`config.mk`:
```
export PLATFORM = sky130hd
export DESIGN_NAME = dual_rail_tx_buffer
export DESIGN_NICKNAME = d
export VERILOG_FILES = /design/src/rtl/dual_rail_tx_buffer.sv
export SDC_FILE = /design/constraint.sdc
export NUM_CORES = 1
export LEC_CHECK = 0
export ABC_AREA = 1
export ABC_CLOCK_PERIOD_IN_PS = 2700
export CORE_MARGIN = 5
export CORE_UTILIZATION = 45
export CTS_CLUSTER_DIAMETER = 150
export DETAILED_ROUTE_END_ITERATION = 10
export HOLD_SLACK_MARGIN = 0.12
export PLACE_DENSITY = 0.7
export SETUP_SLACK_MARGIN = 0.05
export SLEW_MARGIN = 20
export SYNTH_ARGS = -nofsm -noshare
export SYNTH_HDL_FRONTEND = slang
export SYNTH_SLANG_ARGS = --single-unit
```
`constraint.sdc`:
```
create_clock -name clk -period 2.7 [get_ports clk]
set_clock_uncertainty 0.15 [all_clocks]
set_input_delay 0.405 -clock clk [delete_from_list [all_inputs] [get_ports clk]]
set_output_delay 0.405 -clock clk [all_outputs]
set_load 0.03 [all_outputs]
```
`src/rtl/dual_rail_tx_buffer.sv`:
```
// dual_rail_tx_buffer: clocked FIFO feeding a dual-rail (TP/FP) async link.
// Define DUAL_RAIL_TX_TIMEOUT_EN to build the sticky ack watchdog.
module dual_rail_tx_buffer #(
    parameter ENC = "TP",
    parameter int WIDTH = 1,
    parameter int DEPTH = 4,
    parameter int SYNC_STAGES = 2,
    localparam int RAIL_NUM = 2,
    localparam int AW = $clog2(DEPTH)
) (
    input  logic                               clk,
    input  logic                               rst,
    input  logic [WIDTH-1:0]                   in_data,
    input  logic                               in_valid,
    output logic                               in_ready,
    output logic [WIDTH-1:0][RAIL_NUM-1:0]     out,
    input  logic                               ack,
    output logic                               busy,
    output logic [AW:0]                        count,
    output logic                               timeout
);

    typedef enum logic [1:0] {
        IDLE,
        WAIT,
        WAIT_HI,
        WAIT_LO
    } state_t;

    localparam bit IS_FP = (ENC == "FP");
    localparam logic [AW:0] FULL_CNT = (AW+1)'(DEPTH);

    if ((ENC != "TP") && (ENC != "FP")) begin : g_bad_enc
        $error("dual_rail_tx_buffer: ENC must be TP or FP");
    end

    if ((DEPTH < 2) || ((1 << AW) != DEPTH)) begin : g_bad_depth
        $error("dual_rail_tx_buffer: DEPTH must be a power of two >= 2");
    end

    if (SYNC_STAGES < 2) begin : g_bad_sync
        $error("dual_rail_tx_buffer: SYNC_STAGES must be >= 2");
    end

    logic [WIDTH-1:0]             mem [DEPTH];
    logic [AW-1:0]                wr_ptr;
    logic [AW-1:0]                rd_ptr;
    logic                         push;
    logic                         pop;
    logic [WIDTH-1:0]             head;

    logic [SYNC_STAGES-1:0]       ack_sync;
    logic                         ack_s;

    state_t                       state;
    state_t                       state_d;
    logic                         exp_q;
    logic                         exp_d;
    logic [WIDTH-1:0][RAIL_NUM-1:0] out_d;

    // A full FIFO refuses the push even when a pop happens this cycle.
    assign in_ready = (count != FULL_CNT);
    assign push     = in_valid && in_ready;
    assign head     = mem[rd_ptr];
    assign ack_s    = ack_sync[SYNC_STAGES-1];
    assign busy     = (state != IDLE);

    // FIFO storage; data needs no reset, only the pointers do.
    always_ff @(posedge clk) begin
        if (push) begin
            mem[wr_ptr] <= in_data;
        end
    end

    // FIFO pointers and occupancy.
    always_ff @(posedge clk or negedge rst) begin
        if (!rst) begin
            wr_ptr <= '0;
            rd_ptr <= '0;
            count  <= '0;
        end else begin
            if (push) begin
                wr_ptr <= wr_ptr + 1'b1;
            end
            if (pop) begin
                rd_ptr <= rd_ptr + 1'b1;
            end
            if (push && !pop) begin
                count <= count + 1'b1;
            end else if (!push && pop) begin
                count <= count - 1'b1;
            end
        end
    end

    // Bring the asynchronous acknowledge into the clock domain.
    always_ff @(posedge clk or negedge rst) begin
        if (!rst) begin
            ack_sync <= '0;
        end else begin
            ack_sync <= {ack_sync[SYNC_STAGES-2:0], ack};
        end
    end

    // Handshake state, expected ack phase and the registered rails.
    always_ff @(posedge clk or negedge rst) begin
        if (!rst) begin
            state <= IDLE;
            exp_q <= 1'b0;
            out   <= '0;
        end else begin
            state <= state_d;
            exp_q <= exp_d;
            out   <= out_d;
        end
    end

    // Next-state logic: launch from IDLE, then wait on the synced ack.
    always_comb begin
        state_d = state;
        exp_d   = exp_q;
        out_d   = out;
        pop     = 1'b0;
        unique case (state)
            IDLE: begin
                if (count != '0) begin
                    pop = 1'b1;
                    if (IS_FP) begin
                        for (int i = 0; i < WIDTH; i++) begin
                            out_d[i] = {head[i], ~head[i]};
                        end
                        state_d = WAIT_HI;
                    end else begin
                        for (int i = 0; i < WIDTH; i++) begin
                            out_d[i][1] = out[i][1] ^ head[i];
                            out_d[i][0] = out[i][0] ^ ~head[i];
                        end
                        exp_d   = ~exp_q;
                        state_d = WAIT;
                    end
                end
            end
            WAIT: begin
                if (ack_s == exp_q) begin
                    state_d = IDLE;
                end
            end
            WAIT_HI: begin
                if (ack_s) begin
                    out_d   = '0;
                    state_d = WAIT_LO;
                end
            end
            WAIT_LO: begin
                if (!ack_s) begin
                    state_d = IDLE;
                end
            end
            default: begin
                state_d = IDLE;
            end
        endcase
    end

`ifdef DUAL_RAIL_TX_TIMEOUT_EN
    logic [9:0] wd_cnt;
    logic [9:0] wd_cnt_d;
    logic       timeout_q;

    // Watchdog count: cleared on any state change, saturates at 1023.
    always_comb begin
        wd_cnt_d = wd_cnt;
        if (state_d != state) begin
            wd_cnt_d = '0;
        end else if ((state != IDLE) && (wd_cnt != 10'h3ff)) begin
            wd_cnt_d = wd_cnt + 1'b1;
        end
    end

    // Watchdog register and sticky flag; only reset clears the flag.
    always_ff @(posedge clk or negedge rst) begin
        if (!rst) begin
            wd_cnt    <= '0;
            timeout_q <= 1'b0;
        end else begin
            wd_cnt <= wd_cnt_d;
            if (wd_cnt_d == 10'h3ff) begin
                timeout_q <= 1'b1;
            end
        end
    end

    assign timeout = timeout_q;
`else
    assign timeout = 1'b0;
`endif

endmodule

```
### Word level (Yosys, flattened, before mapping)

Memories as Yosys holds them, arrays and structs flattened.
Index checks and enable logic that the tools add are counted.

* register bits after elaboration: 14
* bits in writable memories: 4
* input port bits: 5
* output and inout port bits: 8
* logic and storage cells: 52
* memories kept: 1

* add/sub/neg operators: 4
* eq/ne operators: 9
* multiplexer cells: 14
* bitwise operators: 4
* reductions and logical operators: 13

Memory list
* mem: words 4, bits a word 1, read ports 1, clocked after Yosys merged registers in 0, write ports 1, line 45 `logic [WIDTH-1:0] mem [DEPTH];`

Operators by type and width (count)
* $mux 2: 6
* $ne 2x2->1 const B: 4
* $pmux 2 s4: 1
* $mux 3: 2
* $reduce_bool 2->1: 3
* $add 2x1->2 const B: 2
* $eq 2x2->1 const B: 2
* $mux 1: 4
* $pmux 2 s2: 1
* $reduce_and 4->1: 1
* $add 3x1->3 const B: 1
* $logic_and 1x1->1: 3
* $ne 3x3->1 const B: 1
* $reduce_and 3->1: 1
* $reduce_bool 3->1: 1
* $sub 3x1->3 const B: 1
* $eq 2x1->1 const B: 1
* $logic_not 1->1: 2
* $logic_not 2->1: 1
* $not 1->1: 2
* $reduce_and 2->1: 1
* $xor 1x1->1: 2
* $eq 1x1->1: 1

### Depth between registers and ports, before layout

Gate-level depths: netlist (run 1).

* word-level depth: 6
* mapped depth: 10
* depth with buffers taken out: 10

### Worst setup path before layout (run 1)

No wires, ideal clock.

* path type: reg-to-reg
* from: register count[0]
* to: register count[1]
* setup time: 125 ps
* arrival time: 2117 ps
* data required time: 2425 ps
* setup slack: 308 ps
* stages on the path, launching flop included: 9
* path buffers: 0
* clock period less this slack: 2392 ps
* cell sequence: dfrtp_1 nor2_2 nand2_1 nand2_2 inv_1 ha_1 inv_1 fa_1 mux2_2

* elaborated cells on any way between the ends: 14
* classes of those cells: add/sub (2); eq/ne (1); mux (4); reduce/logical (7)

RTL lines
* start, declared: line 19 `output logic [AW:0] count,`
* start signal, assigned: line 89 `count <= count + 1'b1;`
* start signal, assigned: line 91 `count <= count - 1'b1;`
* $ne 3x3->1 *: line 62 `assign in_ready = (count != FULL_CNT);`
* net in_ready: line 15 `output logic in_ready,`
* $logic_and 1x1->1 *: line 63 `assign push = in_valid && in_ready;`
* net push: line 48 `logic push;`
* $logic_not 1->1: line 90 `end else if (!push && pop) begin`
* $logic_and 1x1->1: line 90
* $reduce_bool 2->1 (no line)

Mark *: on every way through the listed nets, which the timed path passes. The rest lies on a longest branch. The select of a mux whose other input is x is not followed.
A chain may end at the register's enable or synchronous reset.

### Worst setup path in the final report (run 1)

* from: register count[0]
* to: register count[1]

* elaborated cells on any way between the ends: 14
* classes of those cells: add/sub (2); eq/ne (1); mux (4); reduce/logical (7)

RTL lines (line)
* $ne 3x3->1 *: 62
* $logic_and 1x1->1 *: 63
* net push: 48
* $logic_not 1->1: 90
* $logic_and 1x1->1: 90
* $reduce_bool 2->1 (no line)

Marks and branches as above.

==> results of run 1 <==
## final cells by class
class                      instances  share of cell area, %
clock buffer                       3                   2.11
multi-input combinational         58                   35.1
tap                               27                   3.17
clock inverter                     1                  0.352
sequential                        18                   44.1
timing repair buffer              11                   10.3
inverter                          14                   4.92
## flip-flops by register name, indices dropped and copies added, names as in the netlist
register  flops
ack_sync      2
rd_ptr        2
out           2
wr_ptr        2
mem           4
exp_q         1
count         3
state         2
## critical path: stages (launching register included)
cell and delay [ns]:
dfrtp_1 0.45, nor2_2 0.17, nand2_1 0.10, nand2_2 0.12, inv_1 0.09, ha_1 0.19, inv_1 0.09, fa_1 0.42
mux2_2 0.27
## power groups by stage
stage	clock [mW]	combinational [mW]	sequential, mW
2_1_floorplan	0	0.427	0.547
3_3_place_gp	0	0.674	0.483
3_5_place_dp	0	0.690	0.489
4_1_cts	0.139	0.697	0.484
5_1_grt	0.154	0.768	0.500
6_report	0.134	0.684	0.482
## routing by layer
metal / up-vias / global-route usage, %
li1: 307 / -
met1: 292 / 13.4
met2: 14 / 19.5
met3: 0 / 5.18
met4: 0 / 3.73
met5: - / 0
## layout by cell type, fill, tap and decap left out
master	instances
nand2_1	14
clkdlybuf4s50_1	11
nor2_1	8
clkinv_1	1
o21ai_0	1
inv_2	2
xor2_1	4
ha_1	5
clkbuf_4	3
a21oi_1	5
nand2_4	2
o21ai_1	1
xnor2_1	2
nor2_4	1
nand2_2	3
conb_1	1
nor2_2	2
nand3_2	1
nand3_1	5
nand4_1	1
fa_1	1
edfxtp_1	4
inv_1	12
mux2_2	1
dfrtp_1	14
## how the worst min path moves through the flow
stage                startpoint     endpoint  slack (ns)  depth (start not counted)
detailed placement  ack_sync[0]  ack_sync[1]        0.20                          0
CTS                 ack_sync[0]  ack_sync[1]        0.21                          0
finish              ack_sync[0]  ack_sync[1]        0.20                          0
global route        ack_sync[0]  ack_sync[1]        0.22                          0
global placement    ack_sync[0]  ack_sync[1]        0.18                          0
floorplan                   rst  ack_sync[0]       -0.04                          0
## logic make-up (layout without fill, tap and decap cells)
group | count (synthesis) | in the layout | share of synthesized area [%]
other | 1 | 1 | 0.415
AO/OA/AOI/OAI | 7 | 7 | 3.87
adder cells (fa/ha/maj) | 6 | 6 | 9.13
XOR/XNOR | 6 | 6 | 5.81
multiplexers | 1 | 1 | 1.24
AND/OR/NAND/NOR | 37 | 37 | 20.9
buffers and inverters | 15 | 29 | 6.64
flip-flops | 18 | 18 | 52.0
==> reports/metrics.yaml, run 1 <==
placed_design:
  place_congestion: 0.723
  place_ws_ns: 0.337
  dp_cells: 128
  dpl_cell_area_um2: 1040
  numPortBuffers: 11
  hpwl_mm: 1.09
pwr:
  switching_share_pct: 44.0
  clock_power_share_pct: 10.3
  powerDensity_nw_per_um2: 1220
  seq_power_share_pct: 37.1
  p_total_mw: 1.30
  vdd_drop_max_mv: 0.707
  pwr-share-comb_pct: 52.6
  p_sw_mw: 0.572
  p_int_mw: 0.727
  power_leakage_nw: 0.498
synth:
  async_reset_ff_share_pct: 77.8
  synth_area_per_cell_um2: 9.94
  yosysTopAreaCell: "dfrtp_1"
  seq_area_frac_synth_pct: 52.0
  syn_inst: 91
  syn-num-nets: 102
  synth_area_leaders: "dfrtp_1 (39%), edfxtp_1 (13%), ha_1 (6.9%)"
  synthTopCellsByCount: "dfrtp_1 (14), nand2_1 (14), inv_1 (12)"
  synth_edf_count: 4
  netlist_area_um2: 905
  synth_flop_cell: "dfrtp_1"
  synth.distinct_cells: 23
  synth_top_area_share_pct: 38.7
  synth_warnings: 0
  synth_seq_cells: 18
drt:
  drc: 0
  route.met3.wl_um: 86
  wl_per_cell_um: 10.4
  drt_iter0_drc: 5
  wl_mm: 1.38
  top_layer: "met3"
  viasPerCell: 4.64
  routed-via-count: 613
  first_pass_iters: 2
  drtAntennaViolNets: 0
  wl_met2_um: 711
  wl_met1_um: 577
cells_and_area:
  n_fill_cell: 182
  antenna_cells: 0
  seqCellArea_um2: 470
  multi_input_area_um2: 374
  final_area_um2: 1070
  final_nets: 117
  drive_gt1_share_pct: 14.3
  finalCoreUtilization_pct: 55.0
  final_cells: 132
  area_growth_pct: 18.0
critical_path:
  ff2ff_path_depth: 8
  crit_path_start_kind: "flip-flop"
  crit_path_end_kind: "flip-flop"
  worstPathArrival_ns: 2.19
  ff2ff_setup_slack_ns: 0.54
  crit_type: "reg2reg"
  required_ns: 2.73
  path_max_fanout: 6
  r2r-start: "count[0]"
  crit_path_start: "count[0]"
  crit_end: "count[1]"
  r2r-end: "count[1]"
floorplan:
  start_util_pct: 46.6
  io-pin-count: 13
  num_rows: 16
  die_area_um2: 3010
  core-area_um2: 1940
  die_height_um: 54.8
  die_w_um: 54.8
timing:
  rsz0062_at_grt: "false"
  worst_pin_slew_ns: 0.623
  fmax_ghz: 0.462
  setup_ws_ns: 0.537
  fin_crit_sh_pct: 80.1
  finalCriticalPeriod_ns: 2.16
  slew_viol_final: 0
  hold-worst-slack_ns: 0.200
  finalSetupTns_ns: 0
  slew_headroom_pct: 58.3
  finalSetupViolations: 0
  finalHoldViolCount: 0
clock_network:
  h-tree-depth: 1
  clock_latency_ns: 0.29
  cts_made_buffers: 3
  postCtsSetupBuffers: 0
  clk_path_buf_depth: 2
  ctsRootBufferMaster: "clkbuf_4"
  cts_tree: "built"
  cts.repair.resized: 0
  clk_pin_slew_ns: 0.10
  clock-sinks: 18
  cts_hold_buf: 0
global_route:
  grt_max_degree: 15
  grt-ovfl-total: 0
  antenna_found_initial: 0
  grt_pass1_vias: 606
  grt_pass1_wl_mm: 2.46
  grt_use_total_pct: 11.7
worst_hold_path:
  hp-class: "reg2reg"
job:
  maxCapViolCount: 0
outcome:
  status: "finished, final reports clean"
Note: power is estimated with default switching activity, not from simulation.
==> run 2, diff against run 1 <==
- ABC_CLOCK_PERIOD_IN_PS: 2700 -> 2200
- clock period: 2.7 -> 2.2 ns (I/O delays scaled with it)
==> reports/metrics.yaml, run 2 (synthesized netlist as in run 1, its figures left out) <==
outcome:
  status: "finished, final reports clean"
critical_path:
  crit_path_start_kind: "flip-flop"
  critPathTopFamily: "adder cells"
  crit_buf_inv: 1  # -1
  cp_slowest_cell: "dfrtp_2"
  crit_type: "reg2reg"
  worstPathArrival_ns: 2.12  # -0.07 ns
  crit_path_end_kind: "flip-flop"
  max_stage_delay_ns: 0.45  # about the same
  path_max_fanout: 5  # -1
  timing.critical_path.cells: "nor2_4 > nand2_2 > nand2_4 > ha_1 > inv_1 > fa_1 > a21oi_1 > o21ai_0 > xor2_1"
  required_ns: 2.23  # -0.50 ns
cells_and_area:
  final_common_cell: "nand2_1"
  drive_gt1_share_pct: 19.4  # +5.2 points
  final_area_um2: 1110  # +3.8%
  antenna_cells: 0  # unchanged
  largest_reg_flops: 4  # unchanged
  layout_common_cells: "nand2_1 (13), inv_1 (12), dfrtp_1 (12)"
  reg_top3: "mem (4), count (3)"
  final_nets: 120  # +2.6%
  regMostFlops: "mem"
  area_growth_pct: 22.4
worst_hold_path:
  hp-class: "reg2reg"
placed_design:
  numPortBuffers: 11  # unchanged
  place_congestion: 0.711  # -1.7%
  dpl_cell_area_um2: 1070  # +2.9%
  hpwl_mm: 1.06  # -3.5%
timing:
  fmax_ghz: 0.478  # +3.5%
  fin_crit_sh_pct: 95.0  # +15 points
  slew_headroom_pct: 58.1  # -0.25 points
  finalSetupTns_ns: 0  # unchanged
  rsz0062_at_grt: "false"
  finalSetupViolations: 0  # unchanged
  finalHoldViolCount: 0  # unchanged
  slew_viol_final: 0  # unchanged
  finalCriticalPeriod_ns: 2.09  # -0.0734 ns
  worst_pin_slew_ns: 0.627  # +0.00378 ns
floorplan:
  start_util_pct: 46.6  # unchanged
  die_w_um: 54.8  # unchanged
  die_area_um2: 3010  # unchanged
  core-area_um2: 1940  # unchanged
  num_rows: 16  # unchanged
  die_height_um: 54.8  # unchanged
  io-pin-count: 13  # unchanged
drt:
  drt_iter0_drc: 9  # +4
  viasPerCell: 4.59  # -1.1%
  wl_per_cell_um: 10.3  # -1.6%
  drtAntennaViolNets: 0  # unchanged
  drc: 0  # unchanged
  wl_mm: 1.38  # +0.65%
  first_pass_iters: 4  # +2
  routed-via-count: 620  # +1.1%
global_route:
  grt_max_degree: 15  # unchanged
  antenna_found_initial: 0  # unchanged
  grt_use_total_pct: 11.0  # -0.76 points
  grt_pass1_wl_mm: 2.35  # -4.2%
  grt-ovfl-total: 0  # unchanged
  grt_pass1_vias: 589  # -2.8%
clock_network:
  cts_made_buffers: 3  # unchanged
  clock_latency_ns: 0.29  # about the same
  cts_tree: "built"
  h-tree-depth: 1  # unchanged
  cts_hold_buf: 0  # unchanged
  clk_path_buf_depth: 2  # unchanged
  clock-sinks: 18  # unchanged
  clk_pin_slew_ns: 0.10  # about the same
  ctsRootBufferMaster: "clkbuf_4"
pwr:
  vdd_drop_max_mv: 1.02  # +45%
  powerDensity_nw_per_um2: 1490  # +22%
  power_leakage_nw: 0.526  # +5.6%
job:
  maxCapViolCount: 0  # unchanged
## run 2: cell types whose count changed in the layout (fill, tap and decap cells not counted), sizes merged
cell	delta
clkinv	-1
clkdlybuf4s50	-1
dlymetal6s2s	+1
clkbuf	+1
buf	+3
## run 2: timing repair
action	CTS	global route
gates resized for setup	0	1
buffers inserted	0	1
endpoints found under the hold margin	0	0
setup endpoints to repair	0	2
## run 2: final timing paths
path	to	cells after the start	from	slack, ns
max in group asynchronous	count[1]	1	rst	1.18
min reg2reg	ack_sync[1]	0	ack_sync[0]	0.21
min	ack_sync[1]	0	ack_sync[0]	0.21
max reg2reg	count[2]	9	count[1]	0.11
max	count[2]	9	count[1]	0.11
min in group asynchronous	rd_ptr[1]	1	rst	0.27
## run 2: metrics by stage
stage	util [%]	hold WS (ns)	worst slack (ns)	instances	power (mW)
global route	57.0	0.233	0.0525	135	1.79
finish	57.0	0.211	0.110	135	1.65
floorplan	-	-0.116	0.0501	91	1.22
global placement	55.2	0.183	0.0557	130	1.46
CTS	56.5	0.212	0.0977	134	1.65
detailed placement	55.2	0.189	0.00605	130	1.48
## run 2: layout make-up
cell class,count,area (um^2)
Clock buffer,4,26.3
Timing Repair Buffer,14,135
Tap cell,27,33.8
Sequential cell,18,473
Multi-Input combinational cell,58,387
Fill cell,160,835
Inverter,14,52.6
## run 2: metal layers
layer / track usage [%] / share of wire (%) / up-vias
li1: - / - / 315
met1: 13.1 / 44 / 286
met2: 17.7 / 49 / 17
met3: 4.36 / 6.3 / 2
met4: 3.73 / 0.72 / 0
met5: 0 / 0 / -
## run 2: power by group
part | internal, mW | leakage, nW | switching, mW
registers | 0.477 | 0.199 | 0.128
logic | 0.382 | 0.312 | 0.496
clock network | 0.0704 | 0.0150 | 0.0980
==> run 3, diff against run 2 <==
- DONT_BUFFER_PORTS: not set -> 1
- PLACE_DENSITY: 0.7 -> 0.62
==> reports/metrics.yaml, run 3 (synthesized netlist as in run 1, its figures left out) <==
outcome:
  status: "finished, final reports clean"
timing:
  slew_headroom_pct: 57.3  # -0.75 points
  slew_viol_final: 0  # unchanged
  finalSetupViolations: 0  # unchanged
  rsz0062_at_grt: "false"
  finalHoldViolCount: 0  # unchanged
  finalSetupTns_ns: 0  # unchanged
  worst_pin_slew_ns: 0.638  # +0.0111 ns
  fin_crit_sh_pct: 92.3  # -2.7 points
  finalCriticalPeriod_ns: 2.03  # -0.0601 ns
  fmax_ghz: 0.493  # +3.0%
placed_design:
  numPortBuffers: 0  # -11
  hpwl_mm: 1.04  # -1.6%
  place_congestion: 0.744  # +4.6%
  dpl_cell_area_um2: 976  # -8.9%
critical_path:
  crit_type: "reg2reg"
  crit_path_end_kind: "flip-flop"
  r2r-start: "count[1]"
  critPathTopFamily: "adder cells"
  required_ns: 2.22  # about the same
  worstPathArrival_ns: 2.05  # -0.07 ns
  crit_buf_inv: 1  # unchanged
  crit_path_start: "count[1]"
  cp_slowest_cell: "dfrtp_2"
  max_stage_delay_ns: 0.43  # -0.02 ns
  timing.critical_path.cells: "nor2_4 > nand2_2 > nand2_4 > ha_1 > inv_2 > fa_1 > a21oi_1 > o21ai_0 > xor2_1"
  path_max_fanout: 5  # unchanged
  crit_path_start_kind: "flip-flop"
pwr:
  switching_share_pct: 45.3  # +1.6 points
  p_sw_mw: 0.700  # -3.1%
  powerDensity_nw_per_um2: 1480  # -0.63%
  clock_power_share_pct: 10.6  # +0.4 points
  p_int_mw: 0.845  # -9.1%
  power_leakage_nw: 0.495  # -5.9%
  seq_power_share_pct: 40.7  # +4.1 points
  pwr-share-comb_pct: 48.7  # -4.5 points
  vdd_drop_max_mv: 0.809  # -21%
cells_and_area:
  layout_common_cells: "nand2_1 (13), dfrtp_1 (12), inv_1 (11)"
  n_fill_cell: 183  # +14%
  antenna_cells: 0  # unchanged
  multi_input_area_um2: 387  # unchanged
  final_nets: 114  # -5.0%
  reg_top3: "mem (4), count (3)"
  drive_gt1_share_pct: 22.5  # +3.1 points
  seqCellArea_um2: 473  # unchanged
  regMostFlops: "mem"
  area_growth_pct: 15.2
  final_area_um2: 1040  # -5.9%
  final_common_cell: "nand2_1"
  largest_reg_flops: 4  # unchanged
drt:
  drtAntennaViolNets: 0  # unchanged
  drc: 0  # unchanged
  wl_mm: 1.31  # -5.2%
  first_pass_iters: 3  # -1
  drt_iter0_drc: 4  # -5
  routed-via-count: 587  # -5.3%
  viasPerCell: 4.55  # -0.92%
  wl_per_cell_um: 10.2  # -0.79%
clock_network:
  clk_pin_slew_ns: 0.09  # about the same
  h-tree-depth: 1  # unchanged
  clock_latency_ns: 0.29  # about the same
  clk_path_buf_depth: 2  # unchanged
  postCtsSetupBuffers: 0  # unchanged
  cts_tree: "built"
  ctsRootBufferMaster: "clkbuf_4"
  cts_made_buffers: 3  # unchanged
  clock-sinks: 18  # unchanged
floorplan:
  io-pin-count: 13  # unchanged
  die_height_um: 54.8  # unchanged
  die_w_um: 54.8  # unchanged
  start_util_pct: 46.6  # unchanged
  core-area_um2: 1940  # unchanged
  die_area_um2: 3010  # unchanged
  num_rows: 16  # unchanged
job:
  maxCapViolCount: 0  # unchanged
global_route:
  grt_max_degree: 15  # unchanged
  grt_use_total_pct: 11.7  # +0.71 points
  antenna_found_initial: 0  # unchanged
  grt-ovfl-total: 0  # unchanged
  grt_pass1_wl_mm: 2.36  # +0.30%
  grt_pass1_vias: 558  # -5.3%
worst_hold_path:
  hp-class: "reg2reg"
  hp-start: "ack_sync[0]"
-- run 3: cell count changes in the layout (fill, tap and decap cells not counted) --
| cell | previous run | this run |
|---|---|---|
| buf_4 | 3 | 4 |
| clkdlybuf4s50_1 | 10 | 0 |
| dlygate4sd3_1 | 0 | 4 |
| dlymetal6s2s_1 | 1 | 0 |
| inv_1 | 12 | 11 |
| inv_2 | 2 | 3 |
-- run 3: final timing paths --
| check | end | slack, ns | depth (start not counted) |
|---|---|---|---|
| setup / recovery | count[2] | 0.17 | 9 |
| hold / removal | ack_sync[1] | 0.22 | 0 |
| setup reg to reg | count[2] | 0.17 | 9 |
| hold reg to reg | ack_sync[1] | 0.22 | 0 |
| max in group asynchronous | count[1] | 1.10 | 1 |
| min in group asynchronous | out[1] | 0.35 | 1 |
-- run 3: power groups by stage --
| stage | combinational, mW | sequential, mW | clock, mW |
|---|---|---|---|
| after floorplan | 0.536 | 0.687 | 0 |
| after global placement | 0.735 | 0.632 | 0 |
| after detailed placement | 0.750 | 0.637 | 0 |
| after CTS | 0.768 | 0.630 | 0.172 |
| after global routing | 0.874 | 0.648 | 0.189 |
| final | 0.753 | 0.628 | 0.164 |
-- run 3: through the flow --
| stage | hold WS, ns | cells | worst slack [ns] | total power [mW] | utilization, % |
|---|---|---|---|---|---|
| 3_5_place_dp | -0.115 | 121 | 0.161 | 1.39 | 50.3 |
| 3_3_place_gp | -0.115 | 121 | 0.176 | 1.37 | 50.3 |
| 4_1_cts | 0.227 | 129 | 0.144 | 1.57 | 53.7 |
| 2_1_floorplan | -0.116 | 91 | 0.0501 | 1.22 | - |
| 5_1_grt | 0.240 | 129 | 0.0515 | 1.71 | 53.7 |
| 6_report | 0.223 | 129 | 0.170 | 1.54 | 53.7 |
-- run 3: repair_timing --
item	4_1_cts	5_1_grt
hold endpoints to repair	20	0
hold buffers	4	0
resized for setup	0	1
setup endpoints to repair	0	2
-- run 3: layer usage --
layer  up-vias  track usage, %  wire length, um
met2        12            16.5              583
met4         0            8.71               36
met3         4            3.54               78
met1       267            14.8              614
met5         -               0                0
li1        304               -                -
-- run 3: area by class of cell --
class / count / share of cell area (%)
clock buffer: 4 / 2.52
timing repair buffer: 8 / 6.72
inverter: 14 / 5.04
multi-input combinational: 58 / 37.1
sequential: 18 / 45.4
tap: 27 / 3.24
